$ cat config.mk
export PLATFORM = sky130hd
export DESIGN_NAME = dcache_wbuf
export DESIGN_NICKNAME = d
export VERILOG_FILES = /design/src/rtl/dcache_wbuf_pkg.sv /design/src/rtl/dcache_wbuf_fifo.sv /design/src/rtl/dcache_wbuf.sv
export SDC_FILE = /design/constraint.sdc
export NUM_CORES = 1
export LEC_CHECK = 0
export BUFFER_PORTS_ARGS = -buffer_cell sky130_fd_sc_hd__buf_2
export CAP_MARGIN = 25
export CELL_PAD_IN_SITES_DETAIL_PLACEMENT = 0
export CELL_PAD_IN_SITES_GLOBAL_PLACEMENT = 1
export CORE_MARGIN = 1
export CORE_UTILIZATION = 45
export CTS_BUF_LIST = sky130_fd_sc_hd__clkbuf_2 sky130_fd_sc_hd__clkbuf_4 sky130_fd_sc_hd__clkbuf_8
export CTS_CLUSTER_DIAMETER = 50
export DETAILED_ROUTE_END_ITERATION = 12
export GPL_TIMING_DRIVEN = 1
export HOLD_SLACK_MARGIN = 0.03
export PLACE_DENSITY = 0.9
export REMOVE_ABC_BUFFERS = 1
export SYNTH_ARGS = -nofsm -noshare
export SYNTH_HDL_FRONTEND = slang
export SYNTH_SLANG_ARGS = --single-unit
$ cat constraint.sdc
create_clock -name clock -period 3.9 [get_ports clock]
set_input_delay 0.585 -clock clock [delete_from_list [all_inputs] [get_ports clock]]
set_output_delay 0.585 -clock clock [all_outputs]
set_load 0.05 [all_outputs]
$ cat src/rtl/dcache_wbuf_pkg.sv
// Shared types and constants for the data-cache posted-write-buffer front end.
package dcache_wbuf_pkg;

  typedef enum logic [1:0] {
    ST_IDLE = 2'd0,
    ST_RQ   = 2'd1,
    ST_WAIT = 2'd2,
    ST_FWD  = 2'd3
  } state_t;

  localparam logic [2:0] RD_TYPE_WORD = 3'b010;
  localparam logic [2:0] WR_TYPE_WORD = 3'b010;

  localparam int WORD_W = 30;
  localparam int STRB_W = 4;
  localparam int WDAT_W = 32;

  localparam logic [STRB_W-1:0] STRB_FULL = 4'hF;

  // Word index back to a word-aligned byte address.
  function automatic logic [31:0] word_to_addr(input logic [WORD_W-1:0] w);
    return {w, 2'b00};
  endfunction

endpackage

$ cat src/rtl/dcache_wbuf_fifo.sv
// Posted-write FIFO with combinational conflict and youngest-match lookup.
module wbuf_fifo
  import dcache_wbuf_pkg::*;
#(
  parameter int DEPTH = 4
) (
  input  logic              clock,
  input  logic              reset,
  input  logic              push,
  input  logic [WORD_W-1:0] push_word,
  input  logic [STRB_W-1:0] push_strb,
  input  logic [WDAT_W-1:0] push_data,
  input  logic              pop,
  input  logic [WORD_W-1:0] look_word,
  output logic              full,
  output logic              empty,
  output logic [WORD_W-1:0] head_word,
  output logic [STRB_W-1:0] head_strb,
  output logic [WDAT_W-1:0] head_data,
  output logic              match_any,
  output logic              young_valid,
  output logic [STRB_W-1:0] young_strb,
  output logic [WDAT_W-1:0] young_data
);

  localparam int PW = $clog2(DEPTH);
  localparam logic [PW:0] FULL_CNT = (PW+1)'(DEPTH);

  logic [PW-1:0]     head_ptr;
  logic [PW-1:0]     tail_ptr;
  logic [PW:0]       count;
  logic [WORD_W-1:0] word_q [DEPTH];
  logic [STRB_W-1:0] strb_q [DEPTH];
  logic [WDAT_W-1:0] data_q [DEPTH];
  logic              do_push;
  logic              do_pop;

  assign full    = (count == FULL_CNT);
  assign empty   = (count == '0);
  assign do_push = push && !full;
  assign do_pop  = pop && !empty;

  assign head_word = word_q[head_ptr];
  assign head_strb = strb_q[head_ptr];
  assign head_data = data_q[head_ptr];

  // Pointer and occupancy bookkeeping; push+pop keeps count and moves both pointers.
  always_ff @(posedge clock) begin
    if (reset) begin
      head_ptr <= '0;
      tail_ptr <= '0;
      count    <= '0;
    end else begin
      if (do_push) tail_ptr <= tail_ptr + 1'b1;
      if (do_pop)  head_ptr <= head_ptr + 1'b1;
      case ({do_push, do_pop})
        2'b10:   count <= count + 1'b1;
        2'b01:   count <= count - 1'b1;
        default: count <= count;
      endcase
    end
  end

  // Entry payload storage; validity is carried by the pointers, so no reset here.
  always_ff @(posedge clock) begin
    if (do_push) begin
      word_q[tail_ptr] <= push_word;
      strb_q[tail_ptr] <= push_strb;
      data_q[tail_ptr] <= push_data;
    end
  end

  // Walk valid entries oldest to youngest; the last hit wins as the youngest match.
  always_comb begin
    logic [PW-1:0] idx;
    idx         = '0;
    match_any   = 1'b0;
    young_valid = 1'b0;
    young_strb  = '0;
    young_data  = '0;
    for (int i = 0; i < DEPTH; i++) begin
      idx = head_ptr + PW'(i);
      if (((PW+1)'(i) < count) && (word_q[idx] == look_word)) begin
        match_any   = 1'b1;
        young_valid = 1'b1;
        young_strb  = strb_q[idx];
        young_data  = data_q[idx];
      end
    end
  end

endmodule

$ cat src/rtl/dcache_wbuf.sv
// Data-cache front end: posted-write buffer draining to the bridge, plus a load FSM
// that bypasses non-conflicting stores and forwards from full-word buffered stores.
module dcache_wbuf
  import dcache_wbuf_pkg::*;
#(
  parameter int WB_DEPTH = 4,
  parameter int FWD_EN   = 1
) (
  input  logic          clock,
  input  logic          reset,
  input  logic          valid,
  output logic          ready,
  input  logic          op,
  input  logic [31:0]   addr,
  input  logic          uncached,
  output logic          rvalid,
  output logic [31:0]   rdata,
  output logic          rhit,
  input  logic [3:0]    awstrb,
  input  logic [31:0]   wdata,
  output logic          whit,
  input  logic          cacop_en,
  input  logic [1:0]    cacop_code,
  input  logic [31:0]   cacop_addr,
  output logic          rd_req,
  output logic [2:0]    rd_type,
  output logic [31:0]   rd_addr,
  input  logic          rd_rdy,
  input  logic          ret_valid,
  input  logic          ret_last,
  input  logic [31:0]   ret_data,
  output logic          wr_req,
  output logic [2:0]    wr_type,
  output logic [31:0]   wr_addr,
  output logic [3:0]    wr_wstrb,
  output logic [127:0]  wr_data,
  input  logic          wr_rdy
);

  state_t            state;
  state_t            state_nxt;
  logic [WORD_W-1:0] lat_word;
  logic              lat_uncached;
  logic [WDAT_W-1:0] lat_data;
  logic [WORD_W-1:0] look_word;
  logic              full;
  logic              empty;
  logic              pop;
  logic              match_any;
  logic              young_valid;
  logic [STRB_W-1:0] young_strb;
  logic [WDAT_W-1:0] young_data;
  logic [WORD_W-1:0] head_word;
  logic [STRB_W-1:0] head_strb;
  logic [WDAT_W-1:0] head_data;
  logic              load_acc;
  logic              fwd_take;
  logic              unused_ok;

  assign unused_ok = ^{cacop_code, cacop_addr, addr[1:0]};

  assign whit     = valid && ready && op && !cacop_en;
  assign load_acc = valid && ready && !op && !cacop_en;
  assign pop      = wr_req && wr_rdy;
  assign look_word = (state == ST_IDLE) ? addr[31:2] : lat_word;
  assign fwd_take  = (FWD_EN != 0) && young_valid && (young_strb == STRB_FULL);

  wbuf_fifo #(.DEPTH(WB_DEPTH)) u_fifo (
    .clock       (clock),
    .reset       (reset),
    .push        (whit),
    .push_word   (addr[31:2]),
    .push_strb   (awstrb),
    .push_data   (wdata),
    .pop         (pop),
    .look_word   (look_word),
    .full        (full),
    .empty       (empty),
    .head_word   (head_word),
    .head_strb   (head_strb),
    .head_data   (head_data),
    .match_any   (match_any),
    .young_valid (young_valid),
    .young_strb  (young_strb),
    .young_data  (young_data)
  );

  // Drain side runs independently of the load FSM; fields are gated when idle.
  always_comb begin
    wr_req   = !empty;
    wr_type  = wr_req ? WR_TYPE_WORD : 3'b000;
    wr_addr  = wr_req ? word_to_addr(head_word) : 32'h0;
    wr_wstrb = wr_req ? head_strb : 4'h0;
    wr_data  = wr_req ? {96'h0, head_data} : 128'h0;
  end

  // Request acceptance: stores need room, cache ops need an empty buffer, loads always go.
  always_comb begin
    ready = 1'b0;
    if (state == ST_IDLE) begin
      if (cacop_en)  ready = empty;
      else if (op)   ready = !full;
      else           ready = 1'b1;
    end
  end

  // Load FSM state register.
  always_ff @(posedge clock) begin
    if (reset) state <= ST_IDLE;
    else       state <= state_nxt;
  end

  // Load request context captured at accept time.
  always_ff @(posedge clock) begin
    if (load_acc) begin
      lat_word     <= addr[31:2];
      lat_uncached <= uncached;
      lat_data     <= young_data;
    end
  end

  // Load FSM next state and read-side outputs.
  always_comb begin
    state_nxt = state;
    rd_req    = 1'b0;
    rvalid    = 1'b0;
    rhit      = 1'b0;
    rdata     = 32'h0;
    case (state)
      ST_IDLE: begin
        if (load_acc) state_nxt = fwd_take ? ST_FWD : ST_RQ;
      end
      ST_RQ: begin
        rd_req = !match_any && (!lat_uncached || empty);
        if (rd_req && rd_rdy) state_nxt = ST_WAIT;
      end
      ST_WAIT: begin
        if (ret_valid && ret_last) begin
          rvalid    = 1'b1;
          rdata     = ret_data;
          state_nxt = ST_IDLE;
        end
      end
      ST_FWD: begin
        rvalid    = 1'b1;
        rhit      = 1'b1;
        rdata     = lat_data;
        state_nxt = ST_IDLE;
      end
      default: state_nxt = ST_IDLE;
    endcase
  end

  assign rd_type = rd_req ? RD_TYPE_WORD : 3'b000;
  assign rd_addr = rd_req ? word_to_addr(lat_word) : 32'h0;

endmodule
==> out/summary.txt <==
Clock insertion delay at the later pin of the skew report: 0.68 ns
Post-synthesis sequential area ratio: 45.7%
Yosys Warn Count: 0
Asr flop ratio synth: 0%
DP Cell Count: 2,538
Total track usage: 25.4%
Worst hold slack: 0.133 ns
Drt wl/cell: 23.7 µm
CTS HTree Levels: 2
Max Fclk: 215 MHz
CTS Buf Count: 56
Worst relative slew slack: 43.4%
Clock-pin slew on the worst setup and hold paths: 0.06 ns
Count of cell types in the netlist: 48
Largest net degree at the start of global routing: 67
Startpoint types: flip-flop
Final Setup Violations: 37
Syn-to-layout area delta: 22.8%
CP most frequent cell: buf_12
Maximum VDD drop: 0.410 mV
Pre-antenna DRT Iters: 5
Final Cycle Share: 119%
Die Span Y: 223 µm
CP max-delay cell: mux4_2
Detailed Route Iter0 Violations: 1,710
Hold Path Class: input pin to flip-flop
Via/cell ratio: 6.16
Overall power: 0.0149 W
Synth Register Bits: 338
Cts hold-fix bufs: 0
Die area: 49,700 µm²
Post-layout min period: 4.66 ns
Buffer and inverter count on the worst path: 4
Global-route wire length before repair: 95.2 mm
Core Area: 47,900 µm²
Total number of vias: 16,500
RSZ-0062 raised after global routing: true
Crit path max fanout: 24
Pwr dens: 552 nW/µm²
MaxCap Viol Count: 0
Cell Area, Placed: 24,800 µm²
Critical Path AT: 4.07 ns
CP max stage delay: 0.51 ns
Non-Filler Instances: 2,681
Fraction of layout cells with a size suffix above 1: 44.3%
Pins Over Slew Limit: 0
Post-synth EDFFs: 327
Failing checks: negative setup slack
Post-detail-place hpwl: 43.4 mm
Final core occ: 56.2%
Number of routed nets with antenna violations: 0
Crit. End Element: output pin
Worst Skew: 0.0493 ns
Clk buf depth: 3
Synthesized area per cell: 13.5 µm²
Initial antenna violation count: 6
GP Congestion: 0.911
DRC viols: 0
Total clock sinks: 338
CP top delay family: simple AND/OR/NAND/NOR gates
Vias in the first global route: 16,200
Run status: finished with violations
Post-Route WL: 63.7 mm
CTS tree: built
Layout Nets: 2,169
Cell Chain, Critical Path: buf_12, mux4_2, and3_1, nor4_1, buf_4, nand4_1, nor4_4, nor2_2, and3_4, nor3b_4, buf_12, and2_1, buf_6
Cells after synthesis: 1,622
Row count: 80
Synthesized cell area: 22,000 µm²
Clk root buf: clkbuf_8
Post-route cell area: 27,000 µm²
IO buf count: 243
Measured slew at the worst slew-check pin: 0.849 ns
PnR worst setup slack: -0.756 ns
Initial core utilization: 45.8%
Overflow left after global routing: 0
I/O pin count: 384
Width of the chip: 223 µm
Pleak: 9.73 nW
Final Hold Viols: 0
Worst Path Required: 3.31 ns
Type of the worst setup path: flip-flop to output pin
Dominant synthesized flop cell: edfxtp_1
[cells in the final DEF (no fill, tap or decap), types with 25 or more instances in the layout]
cell	netlist	final
a21oi_1	115	115
a22o_1	31	31
and2_1	104	88
and3_1	112	97
buf_12	0	25
buf_2	32	213
buf_4	114	199
buf_6	2	31
clkbuf_8	0	56
conb_1	1	104
edfxtp_1	327	327
mux2i_1	38	38
mux4_2	253	253
nand2_1	104	103
o21ai_0	53	53
o21ai_1	43	43
[synthesized netlist by cell type (all sizes together), types with 2 or more instances]
cell | n | area share [%]
edfxtp | 327 | 45
mux4 | 253 | 26
buf | 165 | 5.0
a21oi | 115 | 2.6
and3 | 112 | 3.2
and2 | 104 | 3.0
nand2 | 104 | 1.8
o21ai | 96 | 2.2
clkbuf | 80 | 1.4
nor4 | 56 | 1.8
mux2i | 38 | 1.7
a22o | 31 | 1.2
or3b | 31 | 1.2
nand4 | 18 | 0.51
nor2 | 12 | 0.21
dfxtp | 11 | 1.0
ha | 9 | 0.51
inv | 8 | 0.14
xor2 | 8 | 0.32
a211oi | 6 | 0.21
a21bo | 3 | 0.14
nand2b | 3 | 0.085
nand4b | 3 | 0.12
nor3 | 3 | 0.068
o211ai | 3 | 0.10
a211o | 2 | 0.080
a21boi | 2 | 0.068
a21o | 2 | 0.068
nand3 | 2 | 0.046
nand3b | 2 | 0.068
o21a | 2 | 0.068
xnor2 | 2 | 0.080
[cells by family (layout without fill, tap and decap cells)]
logic type               after synthesis  after routing  share of synthesized area (%)
flip-flops                           338            338                           45.7
AND/OR/NAND/NOR                      456            456                           12.3
buffers and inverters                253            592                           6.53
adder cells (fa/ha/maj)                9              9                          0.513
AO/OA/AOI/OAI                        264            264                           6.84
XOR/XNOR                              10             10                          0.399
multiplexers                         291            291                           27.7
other                                  1            106                         0.0171
[state kept, by name, summed over array words and instances (netlist names), named ones only]
name             flops
lat_word            30
u_fifo.strb_q       16
lat_data            32
u_fifo.tail_ptr      2
u_fifo.count         3
lat_uncached         1
u_fifo.word_q      120
state                2
u_fifo.data_q      128
u_fifo.head_ptr      2
[final cells by class]
type	instances	area, µm²
Clock inverter	40	357
Fill cell	3801	21000
Timing Repair Buffer	478	3600
Antenna cell	2	5.00
Tap cell	615	769
Sequential cell	338	10100
Clock buffer	66	846
Inverter	8	31.3
Multi-Input combinational cell	1134	11300
[metal layers]
layer	up-vias	global-route usage [%]	routed length (µm)	share of wire (%)
met5	-	0	54	0.085
met4	8	9.66	2290	3.6
met3	143	5.66	5630	8.8
met2	921	43.4	31800	50
met1	8290	31.5	23900	38
li1	7145	-	-	-
[through the flow]
stage	TNS, ns	setup WS (ns)
finish	-23.07	-0.756
detailed placement	-9.64	-0.312
global route	-30.15	-0.885
floorplan	-1202.56	-9.19
global placement	-9.35	-0.295
CTS	-23.79	-0.775
[path summary, 6_finish.rpt]
kind | startpoint | to | slack, ns | cells past startpoint
min reg2reg | u_fifo.count[2]$_SDFFE_PP0P_ | u_fifo.count[2]$_SDFFE_PP0P_ | 0.53 | 2
max | u_fifo.head_ptr[0]$_SDFFE_PP0P_ | rd_addr[28] | -0.76 | 13
min | wdata[31] | u_fifo.data_q[3][31]$_DFFE_PP_ | 0.13 | 1
max reg2reg | u_fifo.head_ptr[0]$_SDFFE_PP0P_ | lat_data[16]$_DFFE_PP_ | -0.05 | 14
[power breakdown]
group	total, W	internal, W	leakage [nW]	switching [W]
registers	0.00421	0.00410	3.06	0.000110
clock network	0.00339	0.00186	0.628	0.00153
logic	0.00729	0.00312	6.04	0.00417
total	0.0149	0.00908	9.73	0.00581
[timing repair]
item	in CTS	in global routing
endpoints found under the setup margin	54	65
setup buffers	18	18
cloned	3	0
pin swaps	11	17
gates resized for setup	109	39
No activity file was read; power rests on OpenSTA's default activity.
